--- src/rtl/program_loader_if.sv ---
// ---------------------------------------------------------------------------
// program_loader_if : byte-stream input, program-memory write port, status
// Revision 1.0 - initial release
// ---------------------------------------------------------------------------
`default_nettype none

`ifndef INSTRUCTION_SIZE
`define INSTRUCTION_SIZE 16
`endif
`ifndef ADDRESS_SIZE
`define ADDRESS_SIZE 4
`endif

interface program_loader_if #(
  parameter int IW = `INSTRUCTION_SIZE,
  parameter int AW = `ADDRESS_SIZE
);
  logic          start;
  logic          rx_valid;
  logic [7:0]    rx_data;
  logic          rx_ready;
  logic          prog_write;
  logic [AW-1:0] prog_address;
  logic [IW-1:0] prog_data;
  logic          core_reset;
  logic          busy;
  logic          done;
  logic          error;

  modport master (
    output start, rx_valid, rx_data,
    input  rx_ready, prog_write, prog_address, prog_data,
    input  core_reset, busy, done, error
  );

  modport slave (
    input  start, rx_valid, rx_data,
    output rx_ready, prog_write, prog_address, prog_data,
    output core_reset, busy, done, error
  );
endinterface

`default_nettype wire

--- src/rtl/program_loader.sv ---
// ---------------------------------------------------------------------------
// program_loader : receives a length-prefixed, XOR-checked byte frame and
// writes it word by word into program memory, then releases the core.
// Revision 1.0 - initial release
// ---------------------------------------------------------------------------
`default_nettype none

`ifndef INSTRUCTION_SIZE
`define INSTRUCTION_SIZE 16
`endif
`ifndef ADDRESS_SIZE
`define ADDRESS_SIZE 4
`endif

module program_loader (
  input  logic             clock,
  input  logic             reset,
  program_loader_if.slave  bus
);

  localparam int IW  = `INSTRUCTION_SIZE;
  localparam int AW  = `ADDRESS_SIZE;
  localparam int BPW = IW / 8;
  localparam int BCW = (BPW > 1) ? $clog2(BPW) : 1;

  localparam logic [BCW-1:0] LAST_BYTE = BCW'(BPW - 1);
  localparam logic [16:0]    MAX_WORDS = 17'(1) << AW;

  localparam logic [2:0] S_IDLE   = 3'd0;
  localparam logic [2:0] S_LEN_HI = 3'd1;
  localparam logic [2:0] S_LEN_LO = 3'd2;
  localparam logic [2:0] S_DATA   = 3'd3;
  localparam logic [2:0] S_CHECK  = 3'd4;
  localparam logic [2:0] S_DONE   = 3'd5;
  localparam logic [2:0] S_ERROR  = 3'd6;

  logic [2:0]     state;
  logic [2:0]     next_state;

  logic [7:0]     len_hi;
  logic [15:0]    words_left;
  logic [7:0]     csum;
  logic [BCW-1:0] byte_cnt;
  logic [AW-1:0]  word_idx;
  logic [IW-1:0]  shift;

  logic           wr_strobe;
  logic [AW-1:0]  wr_address;
  logic [IW-1:0]  wr_data;

  logic           rx_ready;
  logic           busy;
  logic           done;
  logic           error;
  logic           core_reset;

  logic           accept;
  logic           start_taken;
  logic           word_complete;
  logic           last_word;
  logic [15:0]    frame_len;
  logic [IW-1:0]  word_next;

  assign accept        = bus.rx_valid && rx_ready;
  assign start_taken   = bus.start &&
                         (state == S_IDLE || state == S_DONE || state == S_ERROR);
  assign word_complete = (byte_cnt == LAST_BYTE);
  assign last_word     = (words_left == 16'd1);
  assign frame_len     = {len_hi, bus.rx_data};
  // Only the low IW bits survive, so the oldest byte falls off the top.
  assign word_next     = IW'({shift, bus.rx_data});

  always_ff @(posedge clock or negedge reset) begin
    if (!reset) begin
      state <= S_IDLE;
    end else begin
      state <= next_state;
    end
  end

  always_comb begin
    next_state = state;
    case (state)
      S_IDLE, S_DONE, S_ERROR: begin
        if (bus.start) next_state = S_LEN_HI;
      end
      S_LEN_HI: begin
        if (accept) next_state = S_LEN_LO;
      end
      S_LEN_LO: begin
        if (accept) begin
          if ({1'b0, frame_len} > MAX_WORDS) next_state = S_ERROR;
          else if (frame_len == 16'd0)       next_state = S_CHECK;
          else                               next_state = S_DATA;
        end
      end
      S_DATA: begin
        if (accept && word_complete && last_word) next_state = S_CHECK;
      end
      S_CHECK: begin
        if (accept) next_state = (bus.rx_data == csum) ? S_DONE : S_ERROR;
      end
      default: next_state = S_IDLE;
    endcase
  end

  always_comb begin
    rx_ready   = 1'b0;
    busy       = 1'b0;
    done       = 1'b0;
    error      = 1'b0;
    core_reset = 1'b0;
    case (state)
      S_LEN_HI, S_LEN_LO, S_DATA, S_CHECK: begin
        rx_ready = 1'b1;
        busy     = 1'b1;
      end
      S_DONE: begin
        done       = 1'b1;
        core_reset = 1'b1;
      end
      S_ERROR: error = 1'b1;
      default: ;
    endcase
  end

  always_ff @(posedge clock or negedge reset) begin
    if (!reset) begin
      len_hi     <= '0;
      words_left <= '0;
      csum       <= '0;
      byte_cnt   <= '0;
      word_idx   <= '0;
      shift      <= '0;
      wr_strobe  <= 1'b0;
      wr_address <= '0;
      wr_data    <= '0;
    end else begin
      wr_strobe <= 1'b0;
      if (start_taken) begin
        len_hi     <= '0;
        words_left <= '0;
        csum       <= '0;
        byte_cnt   <= '0;
        word_idx   <= '0;
      end else if (accept) begin
        case (state)
          S_LEN_HI: len_hi     <= bus.rx_data;
          S_LEN_LO: words_left <= frame_len;
          S_DATA: begin
            csum  <= csum ^ bus.rx_data;
            shift <= word_next;
            if (word_complete) begin
              byte_cnt   <= '0;
              wr_strobe  <= 1'b1;
              wr_address <= word_idx;
              wr_data    <= word_next;
              word_idx   <= word_idx + 1'b1;
              words_left <= words_left - 16'd1;
            end else begin
              byte_cnt <= byte_cnt + 1'b1;
            end
          end
          default: ;
        endcase
      end
    end
  end

  assign bus.rx_ready     = rx_ready;
  assign bus.prog_write   = wr_strobe;
  assign bus.prog_address = wr_address;
  assign bus.prog_data    = wr_data;
  assign bus.core_reset   = core_reset;
  assign bus.busy         = busy;
  assign bus.done         = done;
  assign bus.error        = error;

endmodule

`default_nettype wire

--- src/flat_wrapper.sv ---
// flat-port wrapper written by rule: the top's interface ports become plain ports
module program_loader_flat 
  (clock, reset, bus_start, bus_rx_valid, bus_rx_data, bus_rx_ready, bus_prog_write, bus_prog_address, bus_prog_data, bus_core_reset, bus_busy, bus_done, bus_error);
  program_loader_if #(.IW((`INSTRUCTION_SIZE)), .AW((`ADDRESS_SIZE))) bus_i ();
  input  logic clock;
  input  logic reset;
  input wire logic [$bits(bus_i.start)-1:0] bus_start;
  input wire logic [$bits(bus_i.rx_valid)-1:0] bus_rx_valid;
  input wire logic [$bits(bus_i.rx_data)-1:0] bus_rx_data;
  output wire logic [$bits(bus_i.rx_ready)-1:0] bus_rx_ready;
  output wire logic [$bits(bus_i.prog_write)-1:0] bus_prog_write;
  output wire logic [$bits(bus_i.prog_address)-1:0] bus_prog_address;
  output wire logic [$bits(bus_i.prog_data)-1:0] bus_prog_data;
  output wire logic [$bits(bus_i.core_reset)-1:0] bus_core_reset;
  output wire logic [$bits(bus_i.busy)-1:0] bus_busy;
  output wire logic [$bits(bus_i.done)-1:0] bus_done;
  output wire logic [$bits(bus_i.error)-1:0] bus_error;
  assign bus_i.start = bus_start;
  assign bus_i.rx_valid = bus_rx_valid;
  assign bus_i.rx_data = bus_rx_data;
  assign bus_rx_ready = bus_i.rx_ready;
  assign bus_prog_write = bus_i.prog_write;
  assign bus_prog_address = bus_i.prog_address;
  assign bus_prog_data = bus_i.prog_data;
  assign bus_core_reset = bus_i.core_reset;
  assign bus_busy = bus_i.busy;
  assign bus_done = bus_i.done;
  assign bus_error = bus_i.error;
  program_loader u_core (.clock(clock), .reset(reset), .bus(bus_i));
endmodule
--- config.mk ---
export PLATFORM = sky130hd
export DESIGN_NAME = program_loader_flat
export DESIGN_NICKNAME = d
export VERILOG_FILES = /design/src/rtl/program_loader_if.sv /design/src/rtl/program_loader.sv /design/src/flat_wrapper.sv
export SDC_FILE = /design/constraint.sdc
export NUM_CORES = 1
export LEC_CHECK = 0
export CAP_MARGIN = 20
export CORE_MARGIN = 1
export CORE_UTILIZATION = 60
export CTS_CLUSTER_DIAMETER = 100
export DETAILED_ROUTE_END_ITERATION = 10
export PLACE_DENSITY = 0.83
export SETUP_SLACK_MARGIN = 0.05
export SLEW_MARGIN = 30
export SYNTH_ARGS = -nofsm -noshare
export SYNTH_HDL_FRONTEND = slang
export SYNTH_SLANG_ARGS = --single-unit
--- constraint.sdc ---
create_clock -name clock -period 4.9 [get_ports clock]
set_clock_uncertainty 0.15 [all_clocks]
set_input_delay 0.98 -clock clock [delete_from_list [all_inputs] [get_ports clock]]
set_output_delay 0.98 -clock clock [all_outputs]
set_load 0.01 [all_outputs]
### Word level (Yosys, flattened, before mapping)

Index checks and enable logic that the tools add are counted.

* register bits: 69
* bits in latches: 0
* bits in writable memories: 0
* ROM bits: 0
* output and inout port bits: 26
* word-level logic and storage cells: 86
* memories kept: 0

* add/sub/neg operators: 3
* $mul: 0
* div/mod/pow operators: 0
* order comparisons: 1
* equal/unequal tests: 14
* shifts and indexed selects: 0
* muxes and demuxes: 34
* bitwise logic cells: 2
* reductions and logical operators: 22

Operators with widths (number)
* two-way mux 16 bit: 3
* two-way mux 8 bit: 6
* case mux 16 bit (2 select lines): 1
* two-way mux 3 bit: 7
* == test 16 x 1 -> 1 bit, second input constant: 1
* greater-than comparator 16 x 5 -> 1 bit, second input constant: 1
* logical NOT 16 bit: 1
* two-way mux 4 bit: 4
* subtractor 16 x 1 -> 16 bit, second input constant: 1
* case mux 3 bit (5 select lines): 1
* two-way mux 1 bit: 11
* == test 3 bit, second input constant: 3
* AND reduction 3 bit: 3
* == test 8 bit: 1
* != test 2 x 1 -> 1 bit, second input constant: 4
* nonzero test 2 bit: 4
* XOR 8 bit: 1
* == test 3 x 2 -> 1 bit, second input constant: 2
* AND reduction 5 bit: 1
* adder 4 x 1 -> 4 bit, second input constant: 1
* logical AND 1 bit: 4
* AND reduction 2 bit: 2
* AND reduction 4 bit: 1
* OR reduction 4 bit: 1
* 10 further kinds: 11

### Logic depth before layout (Yosys ltp)

* word-level depth: 8
* depth in mapped cells: 8

### Least setup slack after synthesis

No wires, ideal clock.

* path type: input-to-reg
* start: input bus_rx_valid
* end: register u_core.words_left[8]
* arrival time: 2.200 ns
* setup slack: 2.429 ns
* stages on the path: 8
* path buffers: 2
* cell sequence: buf_2 -> and4b_1 -> buf_2 -> nand2_1 -> clkinv_1 -> o21ai_0 -> o21ai_0 -> a22o_1

* cells in the longest elaborated chain, start to end: 3

Ends and longest elaborated chain
* start: declaration: RTL line flat_wrapper.sv:8 `input wire logic [$bits(bus_i.rx_valid)-1:0] bus_rx_valid;`
* logical AND 1 bit: RTL line program_loader.sv:64 `assign accept = bus.rx_valid && rx_ready;`
* nonzero test 2 bit (no line)
* AND reduction 3 bit (no line)
* end signal: assignment: RTL line program_loader.sv:149 `S_LEN_LO: words_left <= frame_len;`
* end signal: assignment: RTL line program_loader.sv:159 `words_left <= words_left - 16'd1;`
* end: declaration: RTL line program_loader.sv:41 `logic [15:0] words_left;`

Every way passes these cells.
A chain may end at the register's enable or synchronous reset.

### Worst setup path in the final report

* start: input bus_rx_valid
* end: register u_core.word_idx[2]

* cells in the longest elaborated chain, start to end: 3

Ends and longest elaborated chain
* logical AND 1 bit: RTL line program_loader.sv:64
* nonzero test 2 bit (no line)
* AND reduction 3 bit (no line)
* end signal: assignment: RTL line program_loader.sv:158 `word_idx <= word_idx + 1'b1;`
* end: declaration: RTL line program_loader.sv:44 `logic [AW-1:0] word_idx;`

Every way passes these cells.

==> summary.md <==
| Metric | Value |
|---|---|
| Global-route wire length before repair | `13.6 mm` |
| Routing usage on met3 | `7.18%` |
| Critical Path RT | `4.96 ns` |
| Grt met2 use | `46.5%` |
| Part of the power in registers | `39.8%` |
| Seq/Total Area, Yosys | `50.0%` |
| Max IR drop VDD | `0.348 mV` |
| Hold WC Path Type | `register to register` |
| Crit end category | `register` |
| Crit path DAT | `3.28 ns` |
| Antenna violations before repair | `0` |
| Leak | `1.84 nW` |
| Routing usage on met1 | `40.5%` |
| Post-Synth Simple-Gate Area | `24.7%` |
| Comb pwr share | `41.3%` |
| Largest cells by area after synthesis | `dfrtp_1 (50%), nand2_1 (11%), nor2_1 (4.0%)` |
| Antenna Violating Nets Remaining | `0` |
| Sw Pwr | `0.981 mW` |
| Worst skew pair latency | `0.35 ns` |
| Total CTS buffers | `9` |
| Fin nets | `428` |
| H-tree depth | `3` |
| Distinct cells, synth | `56` |
| Slew Limit Headroom | `46.6%` |
| Vias in the first global route | `2757` |
| Post_cts resized | `0` |
| #FFs+latches synth | `69` |
| Row cnt | `27` |
| Port bufs | `37` |
| Most common flop cell mapped by yosys | `dfrtp_1` |
| Outcome | `complete, no violations` |
| Filler instances | `439` |
| FMAX | `310 MHz` |
| Post-synthesis xor/xnor area fraction | `5.84%` |
| DRT iter0 DRCs | `394` |
| Switching Share | `40.2%` |
| Gr usage total | `29.9%` |
| CP Launch Type | `input pin` |
| # setup viols final | `0` |
| Initial Utilization | `62.3%` |
| Worst-Margin Slew | `0.796 ns` |
| TritonCTS clock tree | `done` |
| Non-filler cells, final | `490` |
| Clock share of power | `19.0%` |
| Vias post-DR | `2920` |
| Fin crit share | `65.9%` |
| Synth top cells by count | `nand2_1 (100), dfrtp_1 (69), nor2_1 (37)` |
| Synth Instances | `388` |
| # IOs | `38` |
| DP Wirelength | `5.29 mm` |
| Clock tree buffer depth | `2` |
| Top-area cell type share of the netlist area | `50.0%` |
| Async SR Flop Fraction | `100%` |
| Die height | `77.9 um` |
| Diode count | `0` |
| Setup TNS | `0 ns` |
| Mapped Area | `3450 sq um` |
| DR DRC count | `0` |
| Largest net degree at the start of global routing | `40` |
| Adder-cell area share of the yosys netlist | `1.09%` |
| Reg area | `1730 sq um` |
| Die width | `77.9 um` |
| Largest family of logic cells by synthesized area | `simple AND/OR/NAND/NOR gates` |
| Compound-Gate Fraction of Synth Area | `11.8%` |
| CTS root buf | `clkbuf_8` |
| Core area | `5540 sq um` |
| Largest area contributor in the netlist | `dfrtp_1` |
| Internal | `1.46 mW` |
| EDFF count, synth | `0` |
| Post-CTS Setup Repair Bufs | `0` |
| Total placed cells including tap cells | `473` |
| Crit path time final | `3.23 ns` |
| Final hold violation count | `0` |
| PwrDens | `606 nW/um^2` |
| Setup Crit Path Kind | `input pin to register` |
| Routed WL | `8.12 mm` |
| Syn. warnings | `0` |
| DR vias/cell | `5.96` |
| WL/cell | `16.6 um` |
| Unrepaired setup endpoints after global routing | `no` |
| Maximum fanout along the worst path | `27` |
| # Max-Cap Violations | `0` |
| Syn nets | `403` |
| Clk pin slew, worst setup/hold paths | `0.07 ns` |
| Most common cell in the netlist | `nand2_1` |
| Slew Limit Fails | `0` |
| Clock Sinks | `69` |
| Die area | `6060 sq um` |
| Area growth, synth to finish | `16.5%` |
| Cts hold-fix bufs | `0` |
| Gr busiest metal | `met2` |
| Multi-input logic area | `1590 sq um` |
| Layout cells sized above 1 | `6.94%` |
| Mean Syn Cell Area | `8.90 sq um` |
| Gp weighted congestion | `0.884` |
| Post-synthesis mux area share | `2.65%` |
| Grt ovf | `0` |
| TritonRoute pass-1 iters | `5` |
[placed cells by master (no fill, tap or decap), types with 2 or more instances in the layout]
| cell type | instances |
|---|---|
| a211oi_1 | 2 |
| a21o_1 | 2 |
| a21oi_1 | 19 |
| a22o_1 | 3 |
| a31oi_1 | 3 |
| and2_1 | 2 |
| and3b_1 | 2 |
| buf_4 | 2 |
| clkbuf_8 | 9 |
| clkdlybuf4s50_1 | 36 |
| clkinv_2 | 2 |
| clkinv_4 | 3 |
| dfrtp_1 | 69 |
| ha_1 | 3 |
| inv_1 | 5 |
| mux2i_1 | 8 |
| nand2_1 | 100 |
| nand2b_1 | 2 |
| nand3_1 | 4 |
| nand4_1 | 3 |
| nor2_1 | 37 |
| nor2b_1 | 2 |
| nor3_1 | 8 |
| nor3b_1 | 3 |
| nor4_1 | 7 |
| o211ai_1 | 3 |
| o21ai_0 | 18 |
| o21ai_1 | 2 |
| o32ai_1 | 2 |
| or2_1 | 2 |
| or4_1 | 3 |
| xnor2_1 | 11 |
| xor2_1 | 12 |
[critical path, cell delays in order]
cell and delay (ns):
clkdlybuf4s50_1 0.56, and4b_1 0.41, nand2_1 0.14, clkinv_1 0.60
nand2_1 0.32, xor2_1 0.20, nor2_1 0.05
[flip-flops by register name (all words and copies together), names as in the netlist]
name	flops
u_core.word_idx	4
u_core.len_hi	8
u_core.state	3
u_core.bus.prog_address	4
u_core.byte_cnt	1
u_core.bus.prog_data	16
u_core.bus.prog_write	1
u_core.csum	8
u_core.shift	8
u_core.words_left	16
[kinds of logic after synthesis]
logic type / after synthesis
DFF: 69
xor gates and xnor gates: 23
adders and majority gates: 3
buffers and inverters: 32
muxes: 9
AOI/OAI and AO/OA: 65
and+or+nand+nor: 187
[metrics by stage]
step | hold WS [ns] | cell area [sq um] | util, % | power, mW | setup slack [ns]
floorplan | 0.289 | 3450 | - | 1.64 | 2.43
global placement | 0.305 | 3810 | 68.8 | 1.91 | 1.36
detailed placement | 0.308 | 3810 | 68.8 | 1.95 | 1.29
CTS | 0.327 | 4010 | 72.4 | 2.43 | 1.67
global route | 0.348 | 4020 | 72.6 | 2.61 | 1.44
finish | 0.325 | 4020 | 72.6 | 2.44 | 1.67
[area by class of cell]
class	instances	area share, %
multi-input cells	287	39.6
well taps	72	2.24
repair buffers	40	9.74
clock buffers	9	3.08
flip-flops and latches	69	42.9
inverters	6	0.560
clock inverters	7	1.87
[path summary, 6_finish.rpt]
check,startpoint,endpoint,slack [ns],cells after the start
hold / removal,u_core.shift[0]$_DFFE_PN0P_,u_core.bus.prog_data[8]$_DFFE_PN0P_,0.33,2
setup / recovery,bus_rx_valid,u_core.word_idx[2]$_DFFE_PN0P_,1.67,7
max in group asynchronous,reset,u_core.word_idx[1]$_DFFE_PN0P_,3.12,2
min in group asynchronous,reset,u_core.words_left[12]$_DFFE_PN0P_,0.52,1
hold reg to reg,u_core.shift[0]$_DFFE_PN0P_,u_core.bus.prog_data[8]$_DFFE_PN0P_,0.33,2
setup reg to reg,u_core.state[2]$_DFFE_PN0P_,u_core.word_idx[2]$_DFFE_PN0P_,2.26,6
[power by group through the flow]
| stage | Sequential [mW] | Combinational, mW | Clock, mW |
|---|---|---|---|
| final | 0.969 | 1.01 | 0.463 |
| after global placement | 0.960 | 0.948 | 0 |
| after detailed placement | 0.971 | 0.984 | 0 |
| after floorplan | 0.921 | 0.717 | 0 |
| after CTS | 0.964 | 0.993 | 0.469 |
| after global routing | 0.999 | 1.12 | 0.494 |
[metal layers]
metal	vias to the layer above	routed length (um)
li1	1359	-
met1	1409	3460
met2	134	3880
met3	18	589
met4	0	187
met5	-	0
Power figures use the tool's default switching activity.
